$ cat config.mk
export PLATFORM = sky130hd
export DESIGN_NAME = limit_counter
export DESIGN_NICKNAME = d
export VERILOG_FILES = /design/src/rtl/limit_counter.sv
export SDC_FILE = /design/constraint.sdc
export NUM_CORES = 1
export LEC_CHECK = 0
export ABC_AREA = 1
export BUFFER_PORTS_ARGS = -buffer_cell sky130_fd_sc_hd__buf_2
export CAP_MARGIN = 20
export CELL_PAD_IN_SITES_DETAIL_PLACEMENT = 1
export CELL_PAD_IN_SITES_GLOBAL_PLACEMENT = 2
export CORE_UTILIZATION = 28
export CTS_BUF_LIST = sky130_fd_sc_hd__clkbuf_16
export CTS_CLUSTER_DIAMETER = 30
export DETAILED_ROUTE_END_ITERATION = 6
export PLACE_DENSITY_LB_ADDON = 0.1
export SLEW_MARGIN = 30
export SYNTH_ARGS = -nofsm -noshare
export SYNTH_HDL_FRONTEND = slang
export SYNTH_SLANG_ARGS = --single-unit
$ cat constraint.sdc
create_clock -name clk -period 2 [get_ports clk]
set_input_delay 0.4 -clock clk [delete_from_list [all_inputs] [get_ports clk]]
set_output_delay 0.4 -clock clk [all_outputs]
set_load 0.1 [all_outputs]
$ cat src/rtl/limit_counter.sv
// rtl/limit_counter.sv - loop counter with loadable limit and wrap/saturate/one-shot run modes
// Define LIMIT_COUNTER_CLAMP_EN to clamp count to a shrunken limit instead of zeroing it.
module limit_counter #(
   parameter int         WIDTH       = 32,
   parameter logic [WIDTH-1:0] RESET_LIMIT = {WIDTH{1'b1}}
) (
   input  logic             clk,
   input  logic             rst_n,
   input  logic             clear,
   input  logic             start,
   input  logic [1:0]       mode,
   input  logic             en,
   input  logic             load_limit,
   input  logic [WIDTH-1:0] limit_in,
   output logic [WIDTH-1:0] count,
   output logic [WIDTH-1:0] limit,
   output logic             count_start,
   output logic             count_end,
   output logic             busy,
   output logic             done,
   output logic             wrap
);

   localparam logic [1:0] ST_IDLE = 2'd0;
   localparam logic [1:0] ST_RUN  = 2'd1;
   localparam logic [1:0] ST_HOLD = 2'd2;

   localparam logic [1:0] MODE_WRAP    = 2'b00;
   localparam logic [1:0] MODE_SAT     = 2'b01;
   localparam logic [1:0] MODE_ONESHOT = 2'b10;

   logic [1:0] state;
   logic [1:0] mode_q;
   logic       shrink;
   logic       at_limit;

   assign at_limit    = (count == limit);
   assign count_start = (count == '0);
   assign count_end   = at_limit;
   assign busy        = (state == ST_RUN);
   assign shrink      = (state == ST_RUN) && (limit_in < count);

   always_ff @(posedge clk or negedge rst_n) begin
      if (!rst_n) begin
         state  <= ST_IDLE;
         mode_q <= MODE_WRAP;
         count  <= '0;
         limit  <= RESET_LIMIT;
         done   <= 1'b0;
         wrap   <= 1'b0;
      end else begin
         done <= 1'b0;
         wrap <= 1'b0;
         if (clear) begin
            state <= ST_IDLE;
            count <= '0;
         end else if (start) begin
            state  <= ST_RUN;
            count  <= '0;
            mode_q <= mode;
         end else if (load_limit) begin
            limit <= limit_in;
            if (shrink) begin
`ifdef LIMIT_COUNTER_CLAMP_EN
               count <= limit_in;
`else
               count <= '0;
`endif
            end
         end else if (en && (state == ST_RUN)) begin
            if (!at_limit) begin
               count <= count + 1'b1;
            end else begin
               // Reserved mode 11 falls into the default WRAP arm.
               case (mode_q)
                  MODE_SAT: begin
                     done  <= 1'b1;
                     state <= ST_HOLD;
                  end
                  MODE_ONESHOT: begin
                     count <= '0;
                     done  <= 1'b1;
                     state <= ST_IDLE;
                  end
                  default: begin
                     count <= '0;
                     wrap  <= 1'b1;
                  end
               endcase
            end
         end
      end
   end

endmodule
==> impl_metrics.env <==
export IMPL_outcome="finished with violations"
export IMPL_failed_checks="setup timing"
export IMPL_fin_nets=1030
export IMPL_place_area_mm2=0.00716
export IMPL_crit_path_max_incr_delay_ns=0.51
export IMPL_synth_edf_count=0
export IMPL_rr_endpoint="count[30]"
export IMPL_stdcell_area_mm2=0.00855
export IMPL_yosys_most_used_dff="dfrtp_1"
export IMPL_setup_slack_ns=-0.335
export IMPL_port_buffers=108
export IMPL_drive_gt1_share_pct=50.7
export IMPL_grt_pass1_wl_mm=32.4
export IMPL_regArea_mm2=0.00203
export IMPL_synthTopCellsByArea="nand2_1 (19%), dfrtp_1 (18%), dfstp_2 (16%)"
export IMPL_drt_iter0_drc=163
export IMPL_grt_pass1_vias=6040
export IMPL_ant_nets=0
export IMPL_yosys_warnings=0
export IMPL_vias_per_cell=4.71
export IMPL_rr_startpoint="count[31]"
export IMPL_route_detailed_drc=0
export IMPL_htreeDepth=3
export IMPL_yosysSeqAreaShare_pct=34.6
export IMPL_cts_tree="done"
export IMPL_post_synth_top_count_cell="nand2_1"
export IMPL_track_usage_pct=21.6
export IMPL_fillCellCount=2192
export IMPL_finalMaxSlewViolations=0
export IMPL_cap_violations=0
export IMPL_rsz0062_at_grt="yes"
export IMPL_die_area_mm2=0.0191
export IMPL_period_share_pct=117
export IMPL_antenna_found_initial=0
export IMPL_cp_data_required_time_ns=1.60
export IMPL_synth_top_cell_area_share_pct=19.0
export IMPL_instances_no_fill=1189
export IMPL_utilization_pct=47.4
export IMPL_hold_viol=0
export IMPL_maxSlewHeadroom_pct=64.8
export IMPL_holdCritPathClass="in -> async"
export IMPL_power_density_mw_per_mm2=630
export IMPL_ys_types=30
export IMPL_final_setup_viol_count=36
export IMPL_rr_worst_depth=13
export IMPL_fp_row_count=49
export IMPL_clkLatencyLatePin_ns=0.36
export IMPL_critPathKind="reg -> out"
export IMPL_finClkSkew_ns=0.00778
export IMPL_synth_area_mm2=0.00518
export IMPL_io_pins=109
export IMPL_finalWeightedCongestion=0.809
export IMPL_path_cells="buf_6, nor4_4, buf_4, nand3_2, nor2_4, buf_12"
export IMPL_ys_seq_elements=70
export IMPL_synth_top_cells_by_count="nand2_1 (262), nor2_1 (80), inv_1 (60)"
export IMPL_crit_path_end="count_start"
export IMPL_fmax_mhz=428
export IMPL_cp_slowest_cell="dfrtp_4"
export IMPL_dr_total_vias=5605
export IMPL_hpwl_mm=15.2
export IMPL_cts_sinks=70
export IMPL_synthesis_nets=805
export IMPL_ir_drop_mv=0.399
export IMPL_avgSynthCellArea_um2=7.10
export IMPL_period_minus_slack_ns=2.33
export IMPL_wl_mm=20.9
export IMPL_synth_top_area_cell="nand2_1"
export IMPL_r2r_setup_slack_ns=-0.31
export IMPL_grt_max_degree=71
export IMPL_coreArea_mm2=0.0180
export IMPL_worst_setup_path_start_kind="flip-flop"
export IMPL_crit_path_end_kind="output pin"
export IMPL_cts_buffer_depth=2
export IMPL_wire_per_inst_um=17.6
export IMPL_initial_core_util_pct=28.7
export IMPL_synthArstFlopShare_pct=100
export IMPL_die_x_um=138
export IMPL_worst_pin_slew_ns=0.531
export IMPL_die_height_um=138
export IMPL_synthToLayoutAreaGrowth_pct=65.1
export IMPL_dr_pass1_iters=4
export IMPL_grt_overflow_total=0
export IMPL_root_buffer="clkbuf_16"
export IMPL_critPathArrivalTime_ns=1.93
export IMPL_synth_cells=730
export IMPL_fin_setup_tns_ns=-7.90
export IMPL_dp_cells=1148
export IMPL_num_antenna_cells=0
export IMPL_power_mw=5.39
export IMPL_critPathLaunch="count[15]"
export IMPL_cp_max_fo=6
export IMPL_p_leak_nw=4.10
export IMPL_cts_buffers=9
export IMPL_cts_hold_buf=0
export IMPL_path_clk_slew_ns=0.07
export IMPL_multi_input_area_mm2=0.00372
## how the worst min path moves through the flow
stage | start | to | slack [ns] | depth (start not counted)
floorplan | rst_n | count[16] | 0.10 | 0
global placement | rst_n | count[18] | 0.47 | 2
detailed placement | rst_n | count[18] | 0.48 | 2
CTS | rst_n | count[18] | 0.11 | 2
global route | rst_n | count[20] | 0.13 | 2
finish | rst_n | count[20] | 0.09 | 2
## kinds of logic after synthesis
kind of cell               after synthesis  synth area share [%]
buffers and inverters                   98                  8.50
DFF                                     70                  34.6
adders and majority gates               35                  8.45
AOI/OAI and AO/OA                       30                  3.04
xor gates and xnor gates                53                  8.96
and+or+nand+nor                        444                  36.5
## state kept, by name (all words and copies together), names as in the netlist
name	count
count	32
limit	32
mode_q	2
state	2
done	1
wrap	1
## per-layer routing
layer / global-route usage [%] / share of wire (%) / up-vias
met1: 26.6 / 43 / 2724
met5: 0 / 0 / -
met2: 38.9 / 52 / 90
li1: - / - / 2766
met4: 7.75 / 2.1 / 0
met3: 2.42 / 2.8 / 25
## final cells by class
class / instances / share of cell area (%)
well taps: 229 / 3.35
clock inverters: 7 / 1.04
multi-input cells: 562 / 43.6
inverters: 63 / 3.04
repair buffers: 249 / 22.6
flip-flops and latches: 70 / 23.7
clock buffers: 9 / 2.63
## critical path: cells and delay by family (launching register included)
| family | cells | cell delay [ns] |
|---|---|---|
| flip-flops | 1 | 0.51 |
| buffers and inverters | 3 | 0.50 |
| AND/OR/NAND/NOR | 3 | 0.57 |
## layout by cell type, fill, tap and decap left out, types with 3 or more instances in the layout
cell type	count
xor2_1	22
dfstp_4	32
dfrtp_1	6
a21oi_1	14
o21ai_1	3
nor2_1	71
ha_1	23
inv_2	9
nand3_2	17
nand2_4	20
buf_8	6
buf_2	106
nor3_2	6
nand2_2	46
buf_6	14
buf_4	107
inv_4	8
nand4_1	15
clkbuf_16	13
nor4_4	5
xnor2_2	11
a21oi_2	3
dfrtp_4	31
nor2_2	6
nand2_1	200
ha_4	11
buf_12	10
nand3_1	31
xnor2_1	20
inv_1	45
nor3_1	10
nor2_4	7
o21ai_0	6
## power by group
part | total, mW | leakage [nW] | internal (mW) | switching (mW)
clock network | 1.80 | 0.150 | 1.08 | 0.715
logic | 1.81 | 3.14 | 0.497 | 1.31
registers | 1.78 | 0.814 | 1.67 | 0.108
## per-stage QoR
| step | setup WS [ns] | hold slack, ns |
|---|---|---|
| finish | -0.335 | 0.0921 |
| global route | -0.401 | 0.130 |
| detailed placement | -0.316 | 0.481 |
| CTS | -0.361 | 0.106 |
| global placement | -0.242 | 0.469 |
| floorplan | -0.165 | 0.104 |
## repair_timing
item,in CTS,in global routing
pin swaps,19,40
resized for setup,55,135
cloned,2,4
setup buffers,10,15
endpoints found under the setup margin,37,37
hold endpoints to repair,0,0
Power figures use the tool's default switching activity.
